`src/rtl/speed_option_ctrl_pkg.sv`:
```
// Shared option encodings for the speed selector and clk_decoder.
package speed_option_ctrl_pkg;

  localparam int unsigned OPT_W = 2;

  localparam logic [OPT_W-1:0] OPT_DIV0 = 2'b00;
  localparam logic [OPT_W-1:0] OPT_DIV1 = 2'b01;
  localparam logic [OPT_W-1:0] OPT_DIV2 = 2'b10;
  localparam logic [OPT_W-1:0] OPT_DIV3 = 2'b11;

endpackage

```
`src/rtl/btn_debounce.sv`:
```
// One active-low push-button: 2-flop synchronizer, stability counter, and a
// registered one-cycle pulse on each accepted press (debounced 1->0).
module btn_debounce #(
  parameter int unsigned DEBOUNCE_CYCLES = 1000000
) (
  input  logic sys_clk,
  input  logic rst_n,
  input  logic btn_n,
  output logic press_pulse
);

  localparam int unsigned CntW = $clog2(DEBOUNCE_CYCLES);
  localparam logic [CntW-1:0] CntMax = CntW'(DEBOUNCE_CYCLES - 1);

  logic [1:0]      sync_d, sync_q;
  logic            level_d, level_q;
  logic [CntW-1:0] cnt_d, cnt_q;
  logic            pulse_d, pulse_q;

  always_comb begin
    sync_d  = {sync_q[0], btn_n};
    level_d = level_q;
    cnt_d   = cnt_q;
    pulse_d = 1'b0;
    if (sync_q[1] == level_q) begin
      cnt_d = '0;
    end else if (cnt_q == CntMax) begin
      // Level has differed for DEBOUNCE_CYCLES cycles; accept it.
      level_d = sync_q[1];
      cnt_d   = '0;
      pulse_d = ~sync_q[1];
    end else begin
      cnt_d = cnt_q + 1'b1;
    end
  end

  always_ff @(posedge sys_clk or negedge rst_n) begin
    if (!rst_n) begin
      sync_q  <= 2'b11;
      level_q <= 1'b1;
      cnt_q   <= '0;
      pulse_q <= 1'b0;
    end else begin
      sync_q  <= sync_d;
      level_q <= level_d;
      cnt_q   <= cnt_d;
      pulse_q <= pulse_d;
    end
  end

  assign press_pulse = pulse_q;

endmodule

```
`src/rtl/speed_option_ctrl.sv`:
```
// Up/down push-buttons to the 2-bit usr_option select for clk_decoder, with a
// one-cycle option_changed flag on every accepted change.
module speed_option_ctrl
  import speed_option_ctrl_pkg::*;
#(
  parameter int unsigned      DEBOUNCE_CYCLES = 1000000,
  parameter bit               WRAP            = 1'b1,
  parameter logic [OPT_W-1:0] RESET_OPTION    = OPT_DIV0
) (
  input  logic             sys_clk,
  input  logic             rst_n,
  input  logic             btn_up_n,
  input  logic             btn_down_n,
  output logic [OPT_W-1:0] usr_option,
  output logic             option_changed
);

  logic             up_pulse, down_pulse;
  logic [OPT_W-1:0] opt_d, opt_q;
  logic             changed_d, changed_q;

  btn_debounce #(
    .DEBOUNCE_CYCLES(DEBOUNCE_CYCLES)
  ) u_up (
    .sys_clk    (sys_clk),
    .rst_n      (rst_n),
    .btn_n      (btn_up_n),
    .press_pulse(up_pulse)
  );

  btn_debounce #(
    .DEBOUNCE_CYCLES(DEBOUNCE_CYCLES)
  ) u_down (
    .sys_clk    (sys_clk),
    .rst_n      (rst_n),
    .btn_n      (btn_down_n),
    .press_pulse(down_pulse)
  );

  always_comb begin
    opt_d = opt_q;
    // Coincident up and down pulses cancel out.
    if (up_pulse && !down_pulse) begin
      if (opt_q == OPT_DIV3) begin
        opt_d = WRAP ? OPT_DIV0 : OPT_DIV3;
      end else begin
        opt_d = opt_q + 1'b1;
      end
    end else if (down_pulse && !up_pulse) begin
      if (opt_q == OPT_DIV0) begin
        opt_d = WRAP ? OPT_DIV3 : OPT_DIV0;
      end else begin
        opt_d = opt_q - 1'b1;
      end
    end
    changed_d = (opt_d != opt_q);
  end

  always_ff @(posedge sys_clk or negedge rst_n) begin
    if (!rst_n) begin
      opt_q     <= RESET_OPTION;
      changed_q <= 1'b0;
    end else begin
      opt_q     <= opt_d;
      changed_q <= changed_d;
    end
  end

  assign usr_option     = opt_q;
  assign option_changed = changed_q;

endmodule

```
`config.mk`:
```
export PLATFORM = sky130hd
export DESIGN_NAME = speed_option_ctrl
export DESIGN_NICKNAME = d
export VERILOG_FILES = /design/src/rtl/speed_option_ctrl_pkg.sv /design/src/rtl/btn_debounce.sv /design/src/rtl/speed_option_ctrl.sv
export SDC_FILE = /design/constraint.sdc
export NUM_CORES = 1
export LEC_CHECK = 0
export ABC_AREA = 0
export BUFFER_PORTS_ARGS = -buffer_cell sky130_fd_sc_hd__buf_2
export CORE_MARGIN = 2
export CORE_UTILIZATION = 60
export CTS_CLUSTER_DIAMETER = 100
export DETAILED_ROUTE_END_ITERATION = 8
export HOLD_SLACK_MARGIN = 0.03
export PLACE_DENSITY_LB_ADDON = 0.1
export SYNTH_ARGS = -nofsm -noshare
export SYNTH_HDL_FRONTEND = slang
export SYNTH_SLANG_ARGS = --single-unit
```
`constraint.sdc`:
```
create_clock -name sys_clk -period 2.4 [get_ports sys_clk]
set_input_delay 0.48 -clock sys_clk [delete_from_list [all_inputs] [get_ports sys_clk]]
set_output_delay 0.48 -clock sys_clk [all_outputs]
set_load 0.01 [all_outputs]
```
=== After elaboration in Yosys (flattened, before gate mapping) ===
Index checks and enable logic that the tools add are counted.
W data, S select, Z words.

* Register bits: 51
* Logic and storage cells: 43

* Add/sub/neg operators: 4
* Equal/unequal tests: 6
* Multiplexer cells: 12
* Bitwise logic cells: 4
* Reductions and logical operators: 7

{| class="wikitable"
|+ Operators by type and width
! operator !! number
|-
| $mux W20 || 4
|-
| $add A20 B1 Y20 const B || 2
|-
| $eq A20 B20 Y1 const B || 2
|-
| $mux W2 || 4
|-
| $mux W1 || 4
|-
| $not A1 Y1 || 4
|-
| $reduce_and A2 Y1 || 2
|-
| $add A2 B1 Y2 const B || 1
|-
| $eq A1 B1 Y1 || 2
|-
| $eq A2 B2 Y1 const B || 1
|-
| $logic_and A1 B1 Y1 || 2
|-
| $logic_not A1 Y1 || 2
|-
| $logic_not A2 Y1 || 1
|-
| $ne A2 B2 Y1 || 1
|-
| $sub A2 B1 Y2 const B || 1
|}

=== Longest topological paths before layout ===
Gate-level depths: netlist (run 1).

* Depth after elaboration: 5
* Gate-level depth with buffers: 6

=== Cells and area by module ===
From an unflattened synthesis (run 1), not the netlist that was laid out.

* Cells, all modules: 248
* Area total of the unflattened synthesis: 2478.6 µm²

{| class="wikitable"
|+ By module, submodules not included
! module !! instances !! cells each !! area an instance (µm²) !! seq. area each (µm²)
|-
| btn_debounce (u_down) || 1 || 110 || 1141.1 || 604.3
|-
| btn_debounce (u_up) || 1 || 116 || 1139.8 || 604.3
|-
| speed_option_ctrl || 1 || 22 || 197.7 || 75.1
|}

=== Least setup slack after synthesis (run 1) ===
No wires, ideal clock.

* Path kind: register to register
* From: register u_down.cnt_q[0]
* To: register u_down.cnt_q[12]
* Setup time: 78 ps
* Data arrival time: 1777 ps
* Setup slack: 544 ps
* Stages on the path, launching flop included: 7
* Path buffers: 1
* Clock period less this slack: 1856 ps
* Path through: dfrtp_1 ha_1 clkbuf_1 nand2_1 or4_1 or3_1 a21oi_1

* Word-level cells in the longest chain between the ends: 3
* Elaborated cells on any way between the ends: 4

{| class="wikitable"
|+ Ends and longest elaborated chain
! item !! RTL line !! RTL
|-
| start, declared || btn_debounce.sv:17 || <nowiki>logic [CntW-1:0] cnt_d, cnt_q;</nowiki>
|-
| start signal, assigned || btn_debounce.sv:46 || <nowiki>cnt_q <= cnt_d;</nowiki>
|-
| $add A20 B1 Y20 / $eq A20 B20 Y1 (equally long branches) || btn_debounce.sv:33, btn_debounce.sv:27 ||
|-
| $mux W20 (*) || btn_debounce.sv:27 || <nowiki>end else if (cnt_q == CntMax) begin</nowiki>
|-
| $mux W20 (*) || btn_debounce.sv:25 || <nowiki>if (sync_q[1] == level_q) begin</nowiki>
|-
| net u_down.cnt_d[12] || btn_debounce.sv:17 ||
|}

The timed path passes the listed nets; every way through them passes the cells marked *.
A chain may end at the register's enable or synchronous reset.

=== Final worst setup path (run 1) ===
* From: register u_down.cnt_q[0]
* To: register u_down.cnt_q[14]

Same word-level chain as after synthesis.

==> results of run 1 <==
==> state kept, by name, summed over array words and instances, names as in the netlist <==
name,cells
u_down.cnt_q,20
u_up.cnt_q,20
u_down.sync_q,2
u_up.sync_q,2
usr_option,2
option_changed,1
u_down.level_q,1
u_down.press_pulse,1
u_up.level_q,1
u_up.press_pulse,1
==> cell families (layout without fill, tap and decap cells) <==
group / after synthesis / count (layout)
compound gates: 25 / 25
xor+xnor: 29 / 29
fa+ha+maj: 4 / 4
buf+inv: 16 / 28
flops: 51 / 51
mux: 5 / 5
simple gates: 114 / 114
==> report_power, final <==
group	total, mW	switching [mW]	internal (mW)	leakage [nW]
sequential	0.884	0.0106	0.873	0.687
combinational	0.0487	0.0347	0.0140	0.342
clock	0.574	0.262	0.312	0.0524
==> layout make-up <==
| class | instances | area share |
|---|---|---|
| Sequential cell | 51 | 0.4842 |
| Clock inverter | 1 | 0.01133 |
| Inverter | 10 | 0.01416 |
| Multi-Input combinational cell | 177 | 0.4153 |
| Clock buffer | 7 | 0.02879 |
| Timing Repair Buffer | 10 | 0.02265 |
| Tap cell | 50 | 0.02360 |
==> final timing paths <==
| check | from | end | slack, ns |
|---|---|---|---|
| worst max-delay path | u_down.cnt_q[0] | u_down.cnt_q[14] | 0.46 |
| worst min-delay path | rst_n | u_down.cnt_q[12] | 0.27 |
| worst max register to register | u_down.cnt_q[0] | u_down.cnt_q[14] | 0.46 |
| worst min register to register | u_up.sync_q[0] | u_up.sync_q[1] | 0.36 |
| max in group asynchronous | rst_n | u_down.cnt_q[10] | 1.72 |
| min in group sys_clk | btn_down_n | u_down.sync_q[0] | 0.27 |
==> stage by stage <==
step	utilization	setup WS, ns
floorplan	-	0.5444
finish	0.6676	0.4598
detailed placement	0.6408	0.4695
global placement	0.6408	0.5591
CTS	0.6676	0.4465
global route	0.6676	0.3350
==> layer usage <==
metal / track usage / share of wire / routed length, microns
met4: 0.09000 / 0.018 / 72
met5: 0 / 0 / 0
met1: 0.2533 / 0.49 / 1950
met3: 0.04770 / 0.025 / 102
met2: 0.3627 / 0.47 / 1884
==> cells in the final DEF, fill, tap and decap left out, drive strengths merged <==
| cell | instances |
|---|---|
| a21oi | 9 |
| a31o | 1 |
| a31oi | 1 |
| and2 | 1 |
| and3 | 5 |
| and4 | 3 |
| buf | 10 |
| bufinv | 1 |
| clkbuf | 7 |
| dfrtp | 45 |
| dfstp | 6 |
| ha | 4 |
| inv | 10 |
| mux2 | 2 |
| mux2i | 3 |
| nand2 | 12 |
| nand2b | 2 |
| nand3 | 13 |
| nand4 | 12 |
| nor2 | 38 |
| nor3 | 7 |
| nor3b | 1 |
| nor4 | 6 |
| nor4b | 4 |
| nor4bb | 1 |
| o211a | 1 |
| o21ai | 10 |
| o22ai | 1 |
| o31ai | 2 |
| or3 | 5 |
| or4 | 4 |
| xnor2 | 18 |
| xor2 | 11 |
==> summary.md, run 1 <==
| Metric | Value |
|---|---|
| Final worst-path cycle share | 0.8084 |
| Tightest Pin Transition | 0.6165 ns |
| Max IR drop VDD | 0.3996 mV |
| Initial Util | 0.6159 |
| Status | finished, final reports clean |
| Layout cells sized above 1 | 0.1094 |
| Clock Sinks | 51 |
| Critical Path Sink Type | register |
| Crit. path cell count | 5 |
| FF+latch count, synth | 51 |
| Relative slew slack | 0.5890 |
| Detailed router's first-iteration violation count | 87 |
| Row Count | 23 |
| Initial antenna violation count | 0 |
| Final nets | 263 |
| DRC | 0 |
| Io pins | 7 |
| Drt pass-1 iters | 4 |
| Critical path peak fanout | 8 |
| Slew Viols, Final | 0 |
| Main flop type after synthesis | dfrtp_1 |
| Finish-stage setup viols | 0 |
| Post_cts resized | 0 |
| Worst R2R Path Depth | 5 |
| Hold_ws | 0.2680 ns |
| Final Hold Fails | 0 |
| CTS tree | done |
| Top cell type's share of synthesized area | 0.4604 |
| Post-synth cell types | 36 |
| Area leader, netlist | dfrtp_1 |
| Setup Total Neg Slack | 0 ns |
| Vias per cell | 5.595 |
| Largest net degree at the start of global routing | 52 |
| Fmax | 515.4 MHz |
| Setup Fix Bufs, Post-CTS | 0 |
| Post-route cell area | 2651 sq um |
| Total power | 1.506 mW |
| Final cell count without fillers | 306 |
| Core Region | 3971 sq um |
| Post-DP HPWL | 2767 microns |
| Unrepaired setup endpoints after global routing | no |
| Combinational family with the most area after synthesis | simple AND/OR/NAND/NOR gates |
| Clock buffer depth | 2 |
| Data required, critical path | 2.63 ns |
| Syn Inst Count | 244 |
| Die area | 4604 sq um |
| Largest cells by area after synthesis | dfrtp_1 46%, dfstp_2 6.4%, xnor2_1 6.4% |
| CP Cell Sequence | ha_1, nand2_1, or4_1, or3_1, a21oi_1 |
| Total gr overflow | 0 |
| Yosys warning count | 0 |
| Dpl cells | 298 |
| TritonCTS Buffers | 5 |
| Post-Syn Area | 2446 sq um |
| GRT Util Overall | 0.2103 |
| Syn Nets | 252 |
| Adder-Cell Fraction of Synth Area | 0.02046 |
| Static Leak | 1.081 nW |
| Sequential area share after synthesis | 0.5248 |
| CP delay by family, top | simple AND/OR/NAND/NOR gates |
| Syn-to-layout area delta | 8.389% |
| Min-delay worst type | input port to asynchronous set/reset pin |
| Vias in the first global route | 1735 |
| Syn avg cell area | 10.02 sq um |
| Insertion delay to the later sink of the worst-skew pair | 0.30 ns |
| Vias | 1712 |
| Htree depth | 2 |
| Pwr dens | 568.2 nW/um^2 |
| GPL Wtd Cong | 0.7667 |
| Crit path DAT | 2.17 ns |
| Critical path's slowest cell | or4_1 |
| Die Height | 67.85 microns |
| Die Wd | 67.85 microns |
| Multi-input logic area | 1101 sq um |
| Top-count cell post-synth | dfrtp_1 |
| Startpoint types | register |
| Fin crit period | 1.940 ns |
| DRT antenna net count | 0 |
| Max-cap violations | 0 |
| Synth top cells by count | 45 x dfrtp_1, 38 x nor2_1, 18 x xnor2_1, 12 x nand2_1, 12 x nand3_1 |
| Placed Area | 2545 sq um |
| Fill cells | 329 |
| Number of port buffers | 6 |
| Final WL | 4010 microns |
| Mux share of post-synthesis cell area | 0.02148 |
| Antenna diodes | 0 |
| CTS Root Cell | clkbuf_8 |
| Hold_buf cts | 0 |
| Global-route wire length before repair | 7196 microns |
| Max incr delay on CP | 0.58 ns |
| XOR/XNOR Fraction of Synth Area | 0.1038 |
| Clk pin slew, worst setup/hold paths | 0.08 ns |
| Register area | 1284 sq um |
| Setup CP Type | register to register |
| Critical path buffers and inverters | 0 |
| Post-synth EDFFs | 0 |
| Post-Synth Simple-Gate Area | 0.2465 |
| Post-synthesis compound-gate area fraction | 0.05780 |
| Routed WL per cell | 13.10 microns |
| Post-synth ARST share | 1.000 |
| Worst Skew | 0.006785 ns |
No activity file was read; power rests on OpenSTA's default activity.
==> run 2: changes to the inputs <==
clock period = 2.03 ns   (was 2.4 ns; I/O delays follow)
==> run 2 against run 1 <==
Against the previous run:
- first-iteration DRC count shrank 10%
- power grew 14%
- clock power grew 5.7%
- via count grew 3.1%
- critical path type unchanged
- largest cell class unchanged
==> summary.md, run 2 (same netlist as run 1, synthesis figures left out) <==
| Metric | Value |
|---|---|
| Critical path peak fanout | 9 |
| Vias per cell | 5.712 |
| Slew Viols, Final | 0 |
| Total gr overflow | 0 |
| Layout cells sized above 1 | 0.1313 |
| Largest net degree at the start of global routing | 32 |
| Commonest non-fill, non-tap cell in the layout | dfrtp_1 |
| Startpoint types | register |
| Antenna diodes | 0 |
| Final nets | 266 |
| Global-route wire length before repair | 7417 microns |
| Drt pass-1 iters | 4 |
| CP Cell Sequence | nand3_1, or4_4, or4_1, a21oi_1 |
| Finish-stage setup viols | 0 |
| Detailed router's first-iteration violation count | 78 |
| Register area | 1284 sq um |
| Die Height | 67.85 microns |
| Insertion delay to the later sink of the worst-skew pair | 0.30 ns |
| Critical path's slowest cell | or4_4 |
| Fmax | 543.4 MHz |
| DRT antenna net count | 0 |
| Multi-input logic area | 1105 sq um |
| Relative slew slack | 0.6674 |
| Fin crit period | 1.840 ns |
| Core Region | 3971 sq um |
| Worst Skew | 0.002231 ns |
| Initial Util | 0.6159 |
| Hold_buf cts | 0 |
| Static Leak | 1.099 nW |
| Max incr delay on CP | 0.61 ns |
| CP delay by family, top | simple AND/OR/NAND/NOR gates |
| Max-cap violations | 0 |
| Final Hold Fails | 0 |
| Min-delay worst type | input port to asynchronous set/reset pin |
| Commonest cells after routing, fill and taps aside | 45 x dfrtp_1, 38 x nor2_1, 18 x xnor2_1 |
| Die area | 4604 sq um |
| TritonCTS Buffers | 5 |
| Post-DP HPWL | 2933 microns |
| CTS Root Cell | clkbuf_8 |
| Syn-to-layout area delta | 9.667% |
| Biggest regs | u_down.cnt_q x20, u_up.cnt_q x20 |
| Fill cells | 323 |
| Final worst-path cycle share | 0.9066 |
| CTS tree | done |
| Clock buffer depth | 2 |
| Critical path buffers and inverters | 0 |
| DRC | 0 |
| Vias in the first global route | 1672 |
| Dpl cells | 301 |
| Htree depth | 2 |
| Number of port buffers | 6 |
| Clk pin slew, worst setup/hold paths | 0.09 ns |
| Initial antenna violation count | 0 |
| Io pins | 7 |
| Final cell count without fillers | 309 |
| Data required, critical path | 2.25 ns |
| Max IR drop VDD | 0.4765 mV |
| Unrepaired setup endpoints after global routing | no |
| Pwr dens | 639.5 nW/um^2 |
| Crit path DAT | 2.06 ns |
| Vias | 1765 |
| Setup Total Neg Slack | 0 ns |
| Die Wd | 67.85 microns |
| GPL Wtd Cong | 0.8003 |
| Final WL | 4166 microns |
| Routed WL per cell | 13.48 microns |
| Status | finished, final reports clean |
| Clock Sinks | 51 |
| Row Count | 23 |
| Tightest Pin Transition | 0.4990 ns |
| Critical Path Sink Type | register |
| GRT Util Overall | 0.2174 |
| Setup CP Type | register to register |
## run 2: per-stage QoR
stage | utilization | hold slack [ns] | power [mW] | area [sq um] | worst slack (ns)
floorplan | - | 0.1104 | 1.089 | 2446 | 0.1744
global placement | 0.6497 | 0.3455 | 1.128 | 2580 | 0.1985
detailed placement | 0.6497 | 0.3468 | 1.130 | 2580 | 0.09854
CTS | 0.6745 | 0.06318 | 1.740 | 2679 | 0.08544
global route | 0.6755 | 0.07993 | 1.793 | 2683 | 0.09551
finish | 0.6755 | 0.06143 | 1.716 | 2683 | 0.1896
## run 2: routing by layer
layer	share of wire	track usage	vias to the layer above
li1	-	-	883
met1	0.51	0.3046	860
met2	0.45	0.3358	17
met3	0.023	0.04934	5
met4	0.014	0.07500	0
met5	0	0	-
## run 2: worst reg2reg max path, stage by stage, from the launching register on
cell     delay (ns)
dfrtp_1        0.43
nand3_1        0.14
or4_4          0.61
or4_1          0.41
a21oi_1        0.17
## run 2: path summary, 6_finish.rpt
check | slack, ns | startpoint | to | cells after the start
worst max register to register | 0.19 | u_down.cnt_q[3] | u_down.cnt_q[17] | 4
worst min-delay path | 0.06 | rst_n | u_down.cnt_q[17] | 1
worst max-delay path | 0.19 | u_down.cnt_q[3] | u_down.cnt_q[17] | 4
min in group sys_clk | 0.20 | btn_up_n | u_up.sync_q[0] | 1
max in group asynchronous | 1.37 | rst_n | u_down.sync_q[0] | 2
worst min register to register | 0.36 | u_down.sync_q[0] | u_down.sync_q[1] | 0
## run 2: what timing repair did
item                       in CTS  in global routing
buffers inserted                0                  0
resized for setup               0                  1
setup endpoints to repair       0                  2
## run 2: final cells by class
class / instances / area share
Clock inverter: 2 / 0.006063
Multi-Input combinational cell: 177 / 0.4118
Timing Repair Buffer: 13 / 0.03545
Tap cell: 50 / 0.02332
Clock buffer: 6 / 0.03078
Sequential cell: 51 / 0.4785
Inverter: 10 / 0.01399
## run 2: where the power goes
part | switching (mW) | internal [mW]
clock | 0.329 | 0.279
combinational | 0.0436 | 0.0199
sequential | 0.0126 | 1.03
